===== config.mk =====
export PLATFORM = sky130hd
export DESIGN_NAME = bcd_serial_subtractor
export DESIGN_NICKNAME = d
export VERILOG_FILES = /design/src/rtl/bcd_serial_subtractor.sv
export SDC_FILE = /design/constraint.sdc
export NUM_CORES = 1
export LEC_CHECK = 0
export CORE_ASPECT_RATIO = 1.1
export CORE_MARGIN = 2
export CORE_UTILIZATION = 55
export CTS_BUF_LIST = sky130_fd_sc_hd__clkbuf_8
export CTS_CLUSTER_DIAMETER = 80
export DETAILED_ROUTE_END_ITERATION = 8
export GPL_ROUTABILITY_DRIVEN = 0
export PLACE_DENSITY = 0.86
export SLEW_MARGIN = 15
export SYNTH_ARGS = -nofsm -noshare
export SYNTH_HDL_FRONTEND = slang
export SYNTH_SLANG_ARGS = --single-unit
export TNS_END_PERCENT = 100

===== constraint.sdc =====
create_clock -name CLK -period 5.9 [get_ports CLK]
set_input_delay 1.18 -clock CLK [delete_from_list [all_inputs] [get_ports CLK]]
set_output_delay 1.18 -clock CLK [all_outputs]
set_load 0.01 [all_outputs]

===== src/rtl/bcd_serial_subtractor.sv =====
// bcd_serial_subtractor
//   Digit-serial packed-BCD subtractor producing |A - B| and a sign flag,
//   one BCD digit per clock, least-significant digit first. A negative raw
//   result is turned into its magnitude by a second digit-serial
//   ten's-complement pass.
//
// Ports
//   CLK     : clock, rising edge
//   RST     : synchronous active-high reset
//   START   : request, sampled only while idle
//   A, B    : minuend / subtrahend, packed BCD, digit 0 in bits [3:0]
//   BUSY    : high from the accepting edge until the edge that raises DONE
//   DONE    : one-cycle pulse, result valid
//   D       : magnitude |A - B|, packed BCD
//   NEG     : 1 when A < B
//   INVALID : 1 when any digit of A or B was > 9 at accept
module bcd_serial_subtractor #(
  parameter int unsigned DIGITS = 4
) (
  input  logic                  CLK,
  input  logic                  RST,
  input  logic                  START,
  input  logic [4*DIGITS-1:0]   A,
  input  logic [4*DIGITS-1:0]   B,
  output logic                  BUSY,
  output logic                  DONE,
  output logic [4*DIGITS-1:0]   D,
  output logic                  NEG,
  output logic                  INVALID
);

  localparam int unsigned W  = 4 * DIGITS;
  localparam int unsigned IW = (DIGITS > 1) ? $clog2(DIGITS) : 1;
  localparam logic [IW-1:0] LAST = IW'(DIGITS - 1);

  typedef enum logic [1:0] {IDLE, SUB, COMP, FIN} state_t;

  state_t        state;
  logic [W-1:0]  a_reg;
  logic [W-1:0]  b_reg;
  logic [W-1:0]  r_reg;
  logic [IW-1:0] idx;
  logic          borrow;
  logic          neg_reg;
  logic          inv_reg;

  logic [3:0]    m_dig;
  logic [3:0]    s_dig;
  logic [4:0]    t;
  logic          b_out;
  logic [3:0]    d_dig;
  logic          bad_in;

  function automatic logic has_bad_digit(input logic [W-1:0] v);
    logic bad;
    bad = 1'b0;
    for (int unsigned k = 0; k < DIGITS; k++) begin
      if (v[4*k +: 4] > 4'd9) bad = 1'b1;
    end
    return bad;
  endfunction

  assign bad_in = has_bad_digit(A) | has_bad_digit(B);

  // Shared digit datapath: SUB computes a[i]-b[i]-borrow, COMP reuses it as
  // 0-r[i]-borrow over the stored raw digits to form the ten's complement.
  always_comb begin
    m_dig = '0;
    s_dig = '0;
    for (int unsigned k = 0; k < DIGITS; k++) begin
      if (idx == IW'(k)) begin
        m_dig = (state == SUB) ? a_reg[4*k +: 4] : 4'd0;
        s_dig = (state == SUB) ? b_reg[4*k +: 4] : r_reg[4*k +: 4];
      end
    end
    t     = {1'b0, m_dig} - {1'b0, s_dig} - {4'b0000, borrow};
    b_out = t[4];
    d_dig = b_out ? 4'(t + 5'd10) : t[3:0];
  end

  always_ff @(posedge CLK) begin
    if (RST) begin
      state   <= IDLE;
      BUSY    <= 1'b0;
      DONE    <= 1'b0;
      D       <= '0;
      NEG     <= 1'b0;
      INVALID <= 1'b0;
      a_reg   <= '0;
      b_reg   <= '0;
      r_reg   <= '0;
      idx     <= '0;
      borrow  <= 1'b0;
      neg_reg <= 1'b0;
      inv_reg <= 1'b0;
    end else begin
      DONE <= 1'b0;
      case (state)
        IDLE: begin
          if (START) begin
            a_reg   <= A;
            b_reg   <= B;
            r_reg   <= '0;
            BUSY    <= 1'b1;
            idx     <= '0;
            borrow  <= 1'b0;
            neg_reg <= 1'b0;
            inv_reg <= bad_in;
            state   <= bad_in ? FIN : SUB;
          end
        end
        SUB, COMP: begin
          for (int unsigned k = 0; k < DIGITS; k++) begin
            if (idx == IW'(k)) r_reg[4*k +: 4] <= d_dig;
          end
          if (idx == LAST) begin
            idx    <= '0;
            borrow <= 1'b0;
            if (state == SUB) begin
              neg_reg <= b_out;
              state   <= b_out ? COMP : FIN;
            end else begin
              state <= FIN;
            end
          end else begin
            idx    <= idx + 1'b1;
            borrow <= b_out;
          end
        end
        FIN: begin
          D       <= inv_reg ? '0 : r_reg;
          NEG     <= neg_reg & ~inv_reg;
          INVALID <= inv_reg;
          DONE    <= 1'b1;
          BUSY    <= 1'b0;
          state   <= IDLE;
        end
        default: state <= IDLE;
      endcase
    end
  end

endmodule


Word-level counts from Yosys, hierarchy flattened
Cells that the tools add are included.

storage, ports and cells
  output and inout bits = 20
  memory bits (read-only) = 0
  memory bits (writable) = 0
  flip-flop bits (word level) = 75
  bits of input ports = 35
  word-level logic and storage cells = 107
  memories = 0
  bits in latches = 0

operators by class
  divide/modulo/power cells = 0
  multipliers = 0
  shift operators = 0
  mux-type cells = 50
  reduce and logical (&&, ||, !) cells = 14
  bitwise gates (word level) = 3
  add/subtract/negate cells = 4
  $lt $le $gt $ge = 8
  equal/unequal tests = 12

operators with widths
  kind                   number
  $mux W4                21
  $gt A4 B4 Y1 const B   8
  $mux W16               2
  $pmux W16 S2           1
  $mux W1                16
  $ne A2 B2 Y1 const B   6
  $reduce_and A3 Y1      4
  $mux W2                5
  $eq A2 B2 Y1 const B   4
  $reduce_and A2 Y1      4
  $pmux W1 S2            3
  $pmux W2 S3            1
  $sub A4 B4 Y5          1
  $sub A5 B1 Y5          1
  $add A4 B4 Y4 const B  1
  $eq A2 B1 Y1 const B   2
  $logic_not A2 Y1       2
  $pmux W2 S2            1
  $reduce_and A4 Y1      1
  $reduce_bool A2 Y1     2
  $add A2 B1 Y2 const B  1
  $reduce_or A2 Y1       1
  $and A1 B1 Y1          1
  $not A1 Y1             1
  $or A1 B1 Y1           1

Logic depth before layout (Yosys ltp)
Gate-level depths: netlist of the first run.

  depth after elaboration = 12
  gate-level depth with buffers = 18
  depth with buffers taken out = 17

Worst setup path before layout of the first run
OpenSTA, ideal clock, no wires.

  kind = register to register
  from = reg state[1]
  to = reg r_reg[15]
  cell stages (with the launch flop) = 18
  slack = 2572 ps
  data arrival time = 3192 ps
  setup time = 136 ps
  data required time = 5764 ps
  path through = dfxtp_1 > inv_1 > ha_1 > buf_2 > buf_2 > buf_2 > mux2i_1 > o21ai_0 > fa_1 > inv_1 > fa_1 > xor2_1 > ha_1 > nor3b_1 > o21ai_0 > o211ai_1 > xnor2_1 > o32ai_1

between the ends
  word-level cells in the longest chain between the ends = 12
  elaborated cells on any way between the ends = 30

ends and longest elaborated chain
  item                               RTL line    text
  from (decl)                        38          state_t state;
  from (signal assigned)             109         state <= bad_in ? FIN : SUB;
  from (signal assigned)             121         state <= b_out ? COMP : FIN;
  $eq A2 B1 Y1                       72, 73, 98
  $mux W4, on equally long branches  72, 73
  $mux W4 (4 in series)              71          if (idx == IW'(k)) begin
  $sub A4 B4 Y5                      76          t = {1'b0, m_dig} - {1'b0, s_dig} - {4'b0000, borrow};
  $sub A5 B1 Y5                      76
  $add A4 B4 Y4                      78          d_dig = b_out ? 4'(t + 5'd10) : t[3:0];
  $mux W4                            78
  $mux W4                            114         if (idx == IW'(k)) r_reg[4*k +: 4] <= d_dig;
  $pmux W16 S2                       98          case (state)
  to (signal, indexed assignment)    114
  to (decl)                          41          logic [W-1:0] r_reg;

Parallel ways exist; a longest one is shown, timed or not. The select of a mux whose other input is x is not followed.
A chain may end at the register's enable or synchronous reset.

Worst setup path in the final report of the first run
  from = reg idx[1]
  to = reg r_reg[15]

between the ends
  word-level cells in the longest chain between the ends = 11
  elaborated cells on any way between the ends = 20

ends and longest elaborated chain
  item                    RTL line  text
  from (decl)             42        logic [IW-1:0] idx;
  from (signal assigned)  126       idx <= idx + 1'b1;
  $logic_not A2 Y1        71
  $mux W4 (4 in series)   71
  $sub A4 B4 Y5           76
  $sub A5 B1 Y5           76
  $add A4 B4 Y4           78
  $mux W4                 78
  $mux W4                 114
  $pmux W16 S2            98

Parallel ways exist; a longest one is shown, timed or not. The select of a mux whose other input is x is not followed.

==> results of run 1 <==
==> worst min-delay path, cell delays in order (launching register included) <==
cell and delay, ns:
dfxtp_1 0.31, nand2_1 0.05, a21oi_1 0.05
==> Yosys cell counts (all sizes together), types with 2 or more instances <==
library cell,n
nand2,87
dfxtp,75
a21oi,71
inv,31
clkbuf,22
o21ai,18
nand3b,17
nor2,17
mux2i,16
nand2b,15
ha,12
o32ai,12
nor2b,11
buf,7
or4,6
o211ai,5
o221ai,5
a32oi,4
nand3,3
nor3,3
xnor2,3
fa,2
nand4,2
xor2,2
==> metal layers <==
metal	global-route usage	part of all wire
met1	0.3333	0.43
met2	0.4080	0.47
met3	0.05900	0.068
met4	0.1364	0.027
met5	0	0
==> per-stage QoR <==
step / cells / hold WS [ns] / util / setup slack, ns / total power, µW
global route: 581 / 0.4841 / 0.6790 / 1.863 / 2113
floorplan: 457 / 0.4322 / - / 2.572 / 1327
finish: 581 / 0.4586 / 0.6790 / 2.232 / 1984
CTS: 581 / 0.4587 / 0.6788 / 2.268 / 1968
detailed placement: 566 / 0.4487 / 0.6446 / 2.292 / 1526
global placement: 566 / 0.4440 / 0.6446 / 2.457 / 1490
==> power by group through the flow <==
stage,clock [µW],sequential [µW],combinational (µW)
3_3_place_gp,0,632,858
4_1_cts,446,625,897
3_5_place_dp,0,636,890
6_report,444,627,913
2_1_floorplan,0,615,712
5_1_grt,469,633,1010
==> how the worst max path moves through the flow <==
stage,from,end,cells past startpoint
6_report,idx[1]$_SDFFE_PP0P_,r_reg[15]$_SDFFE_PP0P_,17
5_1_grt,idx[1]$_SDFFE_PP0P_,r_reg[15]$_SDFFE_PP0P_,17
4_1_cts,idx[1]$_SDFFE_PP0P_,r_reg[15]$_SDFFE_PP0P_,17
3_5_place_dp,idx[1]$_SDFFE_PP0P_,r_reg[3]$_SDFFE_PP0P_,17
3_3_place_gp,state[0]$_SDFFE_PP0P_,r_reg[3]$_SDFFE_PP0P_,15
2_1_floorplan,state[1]$_SDFFE_PP0P_,r_reg[15]$_SDFFE_PP0P_,17
==> cells by family after synthesis <==
family | after synthesis
simple gates | 165
fa+ha+maj | 14
mux | 16
xor+xnor | 5
compound gates | 122
buf+inv | 60
flops | 75
==> layout make-up <==
class | count | share of cell area
Inverter | 31 | 0.02630
Tap cell | 82 | 0.02319
Timing Repair Buffer | 56 | 0.1244
Multi-Input combinational cell | 322 | 0.4364
Clock buffer | 10 | 0.03111
Sequential cell | 75 | 0.3394
Clock inverter | 5 | 0.01923
==> layout by cell type (no fill, tap or decap), types with 2 or more instances in the layout <==
cell type        instances
ha_1                    12
nand3_1                  3
buf_4                    2
clkdlybuf4s50_1         53
a32oi_1                  4
nor2b_1                 11
nand2b_1                14
nor2_1                  17
o221ai_1                 5
xnor2_1                  3
or4_1                    6
inv_6                    2
nor3_1                   3
xor2_1                   2
o21ai_0                 18
nand2_1                 87
a21oi_1                 70
o32ai_1                 12
nand4_1                  2
clkbuf_8                10
inv_1                   31
nand3b_1                17
dfxtp_1                 75
mux2i_1                 16
o211ai_1                 5
bufinv_16                2
fa_1                     2
==> out/metrics.cfg, run 1 <==
[status]
status=complete, no violations

[worst_setup_path]
required_ns=6.11
worstPathArrival_ns=3.88
crit_path_max_fanout=10
critical_path.endpoint_type=register
critPathMaxStageDelay_ns=0.51
timing.critical_path.mode_cell=inv_1
reg2regPathDepth=17
worst-r2r-setup-slack_ns=2.23
rr_startpoint=idx[1]$_SDFFE_PP0P_
kind_of_cell_with_the_highest_combined_delay_on_the_critical_path=adder cells
critical_path_buf_inv_count=3
worstPathCellList=inv_1 -> ha_1 -> inv_1 -> nand2_1 -> o221ai_1 -> nand3_1 -> o21ai_0 -> fa_1 -> inv_1 -> fa_1 -> xor2_1 -> ha_1 -> nor3b_1 -> o21ai_0 -> o211ai_1 -> xnor2_1 -> o32ai_1
critical_path.reg2reg.endpoint=r_reg[15]$_SDFFE_PP0P_
worst_path_max_delay_cell=fa_1
startpoint_kind_of_the_worst_setup_timing_path=register
crit_type=register to register

[clock_network]
ctsRootBufferMaster=clkbuf_8
hold_buffers=0
cts-buffers-inserted=9
clockBufferDepth=2
post_cts_resized=0
post-cts-setup-buffers=0
worst_setup_hold_path_clk_slew_ns=0.08
worstSkewPairLatency_ns=0.36
tritoncts=done
cts_max_level=3
numClockSinks=75

[power]
power_frac_seq=0.316
p_comb_frac=0.460
clock_power_share=0.224
p_switching_uw=791.2
cellPowerDensity_nw_per_um2=448.5
vdd_drop_max_mv=0.3050
switching_share=0.3988
intPower_uw=1193
static-leakage-power_uw=0.001537

[logic_synthesis]
combinational_family_with_the_most_area_after_synthesis=simple AND/OR/NAND/NOR gates
post-synth-top-area-cell=dfxtp_1
synth_compound_gate_area_share=0.1990
synth_top_cells_by_area=dfxtp_1 41%, a21oi_1 9.6%, nand2_1 8.9%, mux2i_1 4.4%, ha_1 4.1%
synth_seq_cells=75
synth_fp_nets=506
simple_gate_fraction_of_synth_area=0.2199
asyncSetResetFlopFracSynth=0
synth-seq-area-share=0.4097
synthCells=457
synth_area_per_cell_um2=8.019
synth_adder_area_share=0.05189
yosysWarningCount=0
cell_area_after_synthesis_um2=3665
synth_cell_types=37
dominantRegCellSynth=dfxtp_1
synth_edf_count=0
synth-xor-area-share=0.01195
yosysTopAreaCellShare=0.4097
synth.area.mux_share=0.04370

[hold_path]
holdPathStages=2
hp-class=register to register
timing.hold.worst_endpoint=b_reg[13]$_SDFFE_PP0P_
holdCritStartpoint=b_reg[13]$_SDFFE_PP0P_

[route]
dr_total_vias=3376
wl_um=8926
drt_drc_violations_left=0
drt_pass1_iterations=5
detail_routed_net_length_per_standard_cell_um=15.36
avgViaCountPerCell=5.811
detail_route.iter0.violations=265
antenna_violating_nets_post_route=0

[final_layout]
fillerInstances=536
register_area_um2=1501
n_antenna_cell=0
syn2layout_area_growth_pct=20.72
multi_input_comb_area_um2=1931
drive_above_1_share=0.04810
layout.nets=544
finalInstanceArea_um2=4424

[place]
port_buffers=54
placed_area_um2=4200
dp_hpwl_um=6232

[global_route]
globalRouteOverflowTotal=0
grt_util_all_layers=0.2594
initial_antenna_violation_count=0
grt_first_pass_wirelength_um=14440
via_count_of_the_first_global_routing_pass=3093
grt_max_degree=80

[timing]
setup_viol_count_final=0
sum_of_negative_setup_slack_ns=0
finClkSkew_ns=0.008794
grt_setup_unrepaired=no
timing_hold_violations_final=0
tightest_slew_ns=1.068
final_period_minus_worst_setup_slack_ns=3.668
maxClockFrequency_mhz=272.6
slew_headroom=0.2878
timing.final.max_slew_violations=0
fin_crit_sh=0.6217

[floorplan]
initial_utilization=0.5624
dieWidth_um=81.83
core.rowCount=31
floorplan.die_area_um2=7333
coreArea_um2=6516
floorplan.io_pins=55
dieHeight_um=89.61

[run]
cap_viol_max_count=0

Power figures use the tool's default switching activity.
==> run 2, diff against run 1 <==
--- a/config.mk
+++ b/config.mk
@@ -7,12 +7,12 @@
 export LEC_CHECK = 0
 export CORE_ASPECT_RATIO = 1.1
 export CORE_MARGIN = 2
-export CORE_UTILIZATION = 55
+export CORE_UTILIZATION = 51
 export CTS_BUF_LIST = sky130_fd_sc_hd__clkbuf_8
 export CTS_CLUSTER_DIAMETER = 80
 export DETAILED_ROUTE_END_ITERATION = 8
 export GPL_ROUTABILITY_DRIVEN = 0
-export PLACE_DENSITY = 0.86
+export PLACE_DENSITY = 0.84
 export SLEW_MARGIN = 15
 export SYNTH_ARGS = -nofsm -noshare
 export SYNTH_HDL_FRONTEND = slang
==> constraint.sdc (replaced) <==
create_clock -name CLK -period 3.06 [get_ports CLK]
set_input_delay 0.612 -clock CLK [delete_from_list [all_inputs] [get_ports CLK]]
set_output_delay 0.612 -clock CLK [all_outputs]
set_load 0.01 [all_outputs]
==> run 2 against run 1 <==
Net effect: the run now ends with setup timing left; routed wire length rose by 8.2%; core utilization up 0.30 points; clock skew grew 0.0035 ns; highest routed layer unchanged.
==> out/metrics.cfg, run 2 (synthesis gave the netlist of run 1 again) <==
[route]
antenna_violating_nets_post_route=0  ; unchanged
wl_um=9656  ; +8.2%
detail_route.iter0.violations=265  ; unchanged
drt_drc_violations_left=0  ; unchanged
dr_total_vias=3535  ; +4.7%
detail_routed_net_length_per_standard_cell_um=15.80  ; +2.9%
drt_pass1_iterations=5  ; unchanged
avgViaCountPerCell=5.786  ; -0.43%

[global_route]
grt_util_all_layers=0.2503  ; -0.009166
grt_max_degree=39  ; -51%
initial_antenna_violation_count=0  ; unchanged
globalRouteOverflowTotal=0  ; unchanged
grt_first_pass_wirelength_um=15590  ; +7.9%
via_count_of_the_first_global_routing_pass=3348  ; +8.2%

[power]
switching_share=0.4075  ; +0.008727
intPower_uw=2622  ; +120%
power_frac_seq=0.275  ; -0.041
p_switching_uw=1804  ; +130%
vdd_drop_max_mv=0.5346  ; +75%
p_comb_frac=0.554  ; +0.094
cellPowerDensity_nw_per_um2=926.2  ; +110%
clock_power_share=0.171  ; -0.053
static-leakage-power_uw=0.001667  ; +8.5%
post-layout-total-power_uw=4426  ; +120%

[worst_setup_path]
reg2regPathDepth=16  ; -1
worst_path_max_delay_cell=fa_2
worstPathCellList=inv_4 -> ha_4 -> inv_1 -> nand2_2 -> o221ai_1 -> nand3_1 -> o21ai_2 -> fa_2 -> inv_2 -> fa_2 -> xor2_2 -> ha_4 -> a21oi_2 -> o22a_1 -> o221a_4 -> o32ai_1
worstPathArrival_ns=3.41  ; -0.47 ns
crit_type=register to register
startpoint_kind_of_the_worst_setup_timing_path=register
critical_path.endpoint_type=register
crit_path_max_fanout=5  ; -5
critPathMaxStageDelay_ns=0.42  ; -0.09 ns
required_ns=3.33  ; -2.78 ns

[clock_network]
worst_setup_hold_path_clk_slew_ns=0.08  ; about the same
clockBufferDepth=2  ; unchanged
numClockSinks=75  ; unchanged
tritoncts=done
ctsRootBufferMaster=clkbuf_8
cts_max_level=3  ; unchanged
hold_buffers=0  ; unchanged
cts-buffers-inserted=9  ; unchanged
worstSkewPairLatency_ns=0.36  ; about the same

[floorplan]
core.rowCount=32  ; +3.2%
coreArea_um2=7007  ; +7.5%
dieHeight_um=92.91  ; +3.7%
dieWidth_um=84.83  ; +3.7%
floorplan.io_pins=55  ; unchanged
floorplan.die_area_um2=7881  ; +7.5%
initial_utilization=0.5230  ; -0.03937

[timing]
slew_headroom=0.5174  ; +0.2296
timing_hold_violations_final=0  ; unchanged
sum_of_negative_setup_slack_ns=-0.4844  ; -0.4844 ns
grt_setup_unrepaired=yes
final_setup_margin_ns=-0.08618  ; -2.318 ns
timing.final.max_slew_violations=0  ; unchanged
final_period_minus_worst_setup_slack_ns=3.146  ; -0.5219 ns
finClkSkew_ns=0.01227  ; +0.003478 ns
maxClockFrequency_mhz=317.8  ; +17%
hold_ws_ns=0.4563  ; -0.002281 ns
setup_viol_count_final=8  ; +8
tightest_slew_ns=0.7239  ; -0.3444 ns
fin_crit_sh=1.028  ; +0.4065

[final_layout]
n_antenna_cell=0  ; unchanged
layout.nets=571  ; +5.0%
commonest_non_fill_non_tap_cell_in_the_layout=nand2_1
top_library_cells_by_usage_in_the_layout_fill_and_taps_aside=86 x nand2_1, 71 x dfxtp_1, 68 x a21oi_1, 53 x clkdlybuf4s50_1, 28 x buf_4
syn2layout_area_growth_pct=30.39
drive_above_1_share=0.1521  ; +0.1040

[status]
failed_checks=setup timing
status=complete, but fails checks

[place]
dp_hpwl_um=6976  ; +12%
port_buffers=54  ; unchanged
place_ws_ns=-0.2117  ; -2.504 ns

[run]
cap_viol_max_count=0  ; unchanged

[hold_path]
hp-class=register to register
holdPathStages=2  ; unchanged

-- run 2: area by class of cell --
class                   count  area [µm²]
clock buffers               9       123.9
well taps                  85       106.4
inverters                  31       121.4
flip-flops and latches     75        1506
repair buffers             83       757.0
clock inverters             6       66.31
multi-input cells         322        2097
fillers                   535        2228
-- run 2: metrics by stage --
step / util / cell area (µm²) / std cells
2_1_floorplan: - / 3727 / 457
3_3_place_gp: 0.6325 / 4432 / 594
3_5_place_dp: 0.6325 / 4432 / 594
4_1_cts: 0.6763 / 4738 / 611
5_1_grt: 0.6820 / 4778 / 611
6_report: 0.6820 / 4778 / 611
-- run 2: routing by layer --
metal  track usage  wire length (µm)  vias to the layer above
li1              -                 -                     1701
met1        0.2932              3970                     1638
met2        0.4206              4599                      157
met3       0.05437               662                       39
met4        0.1429               423                        0
met5             0                 0                        -
-- run 2: final timing paths --
path / from / end / slack, ns
hold reg to reg: neg_reg$_SDFFE_PP0P_ / neg_reg$_SDFFE_PP0P_ / 0.46
setup reg to reg: idx[1]$_SDFFE_PP0P_ / r_reg[14]$_SDFFE_PP0P_ / -0.09
hold / removal: neg_reg$_SDFFE_PP0P_ / neg_reg$_SDFFE_PP0P_ / 0.46
setup / recovery: idx[1]$_SDFFE_PP0P_ / r_reg[14]$_SDFFE_PP0P_ / -0.09
-- run 2: power groups by stage --
| stage | clock network, µW | registers [µW] | logic, µW |
|---|---|---|---|
| global route | 790 | 1230 | 2660 |
| detailed placement | 0 | 1230 | 2120 |
| floorplan | 0 | 1190 | 1480 |
| global placement | 0 | 1220 | 2040 |
| finish | 756 | 1220 | 2450 |
| CTS | 757 | 1210 | 2340 |
-- run 2: critical path, delay by kind of cell, from the launching register on --
kind            cells  cell delay, ns
fa+ha+maj           4            1.11
buf+inv             3            0.22
flops               1            0.35
simple gates        2            0.22
compound gates      6            0.95
xor+xnor            1            0.20
-- run 2: repair_timing --
| action | CTS | global route |
|---|---|---|
| pin swaps | 7 | 4 |
| cloned | 0 | 0 |
| hold endpoints to repair | 0 | 0 |
| resized for setup | 19 | 8 |
| setup endpoints to repair | 9 | 15 |
| buffers inserted | 2 | 0 |
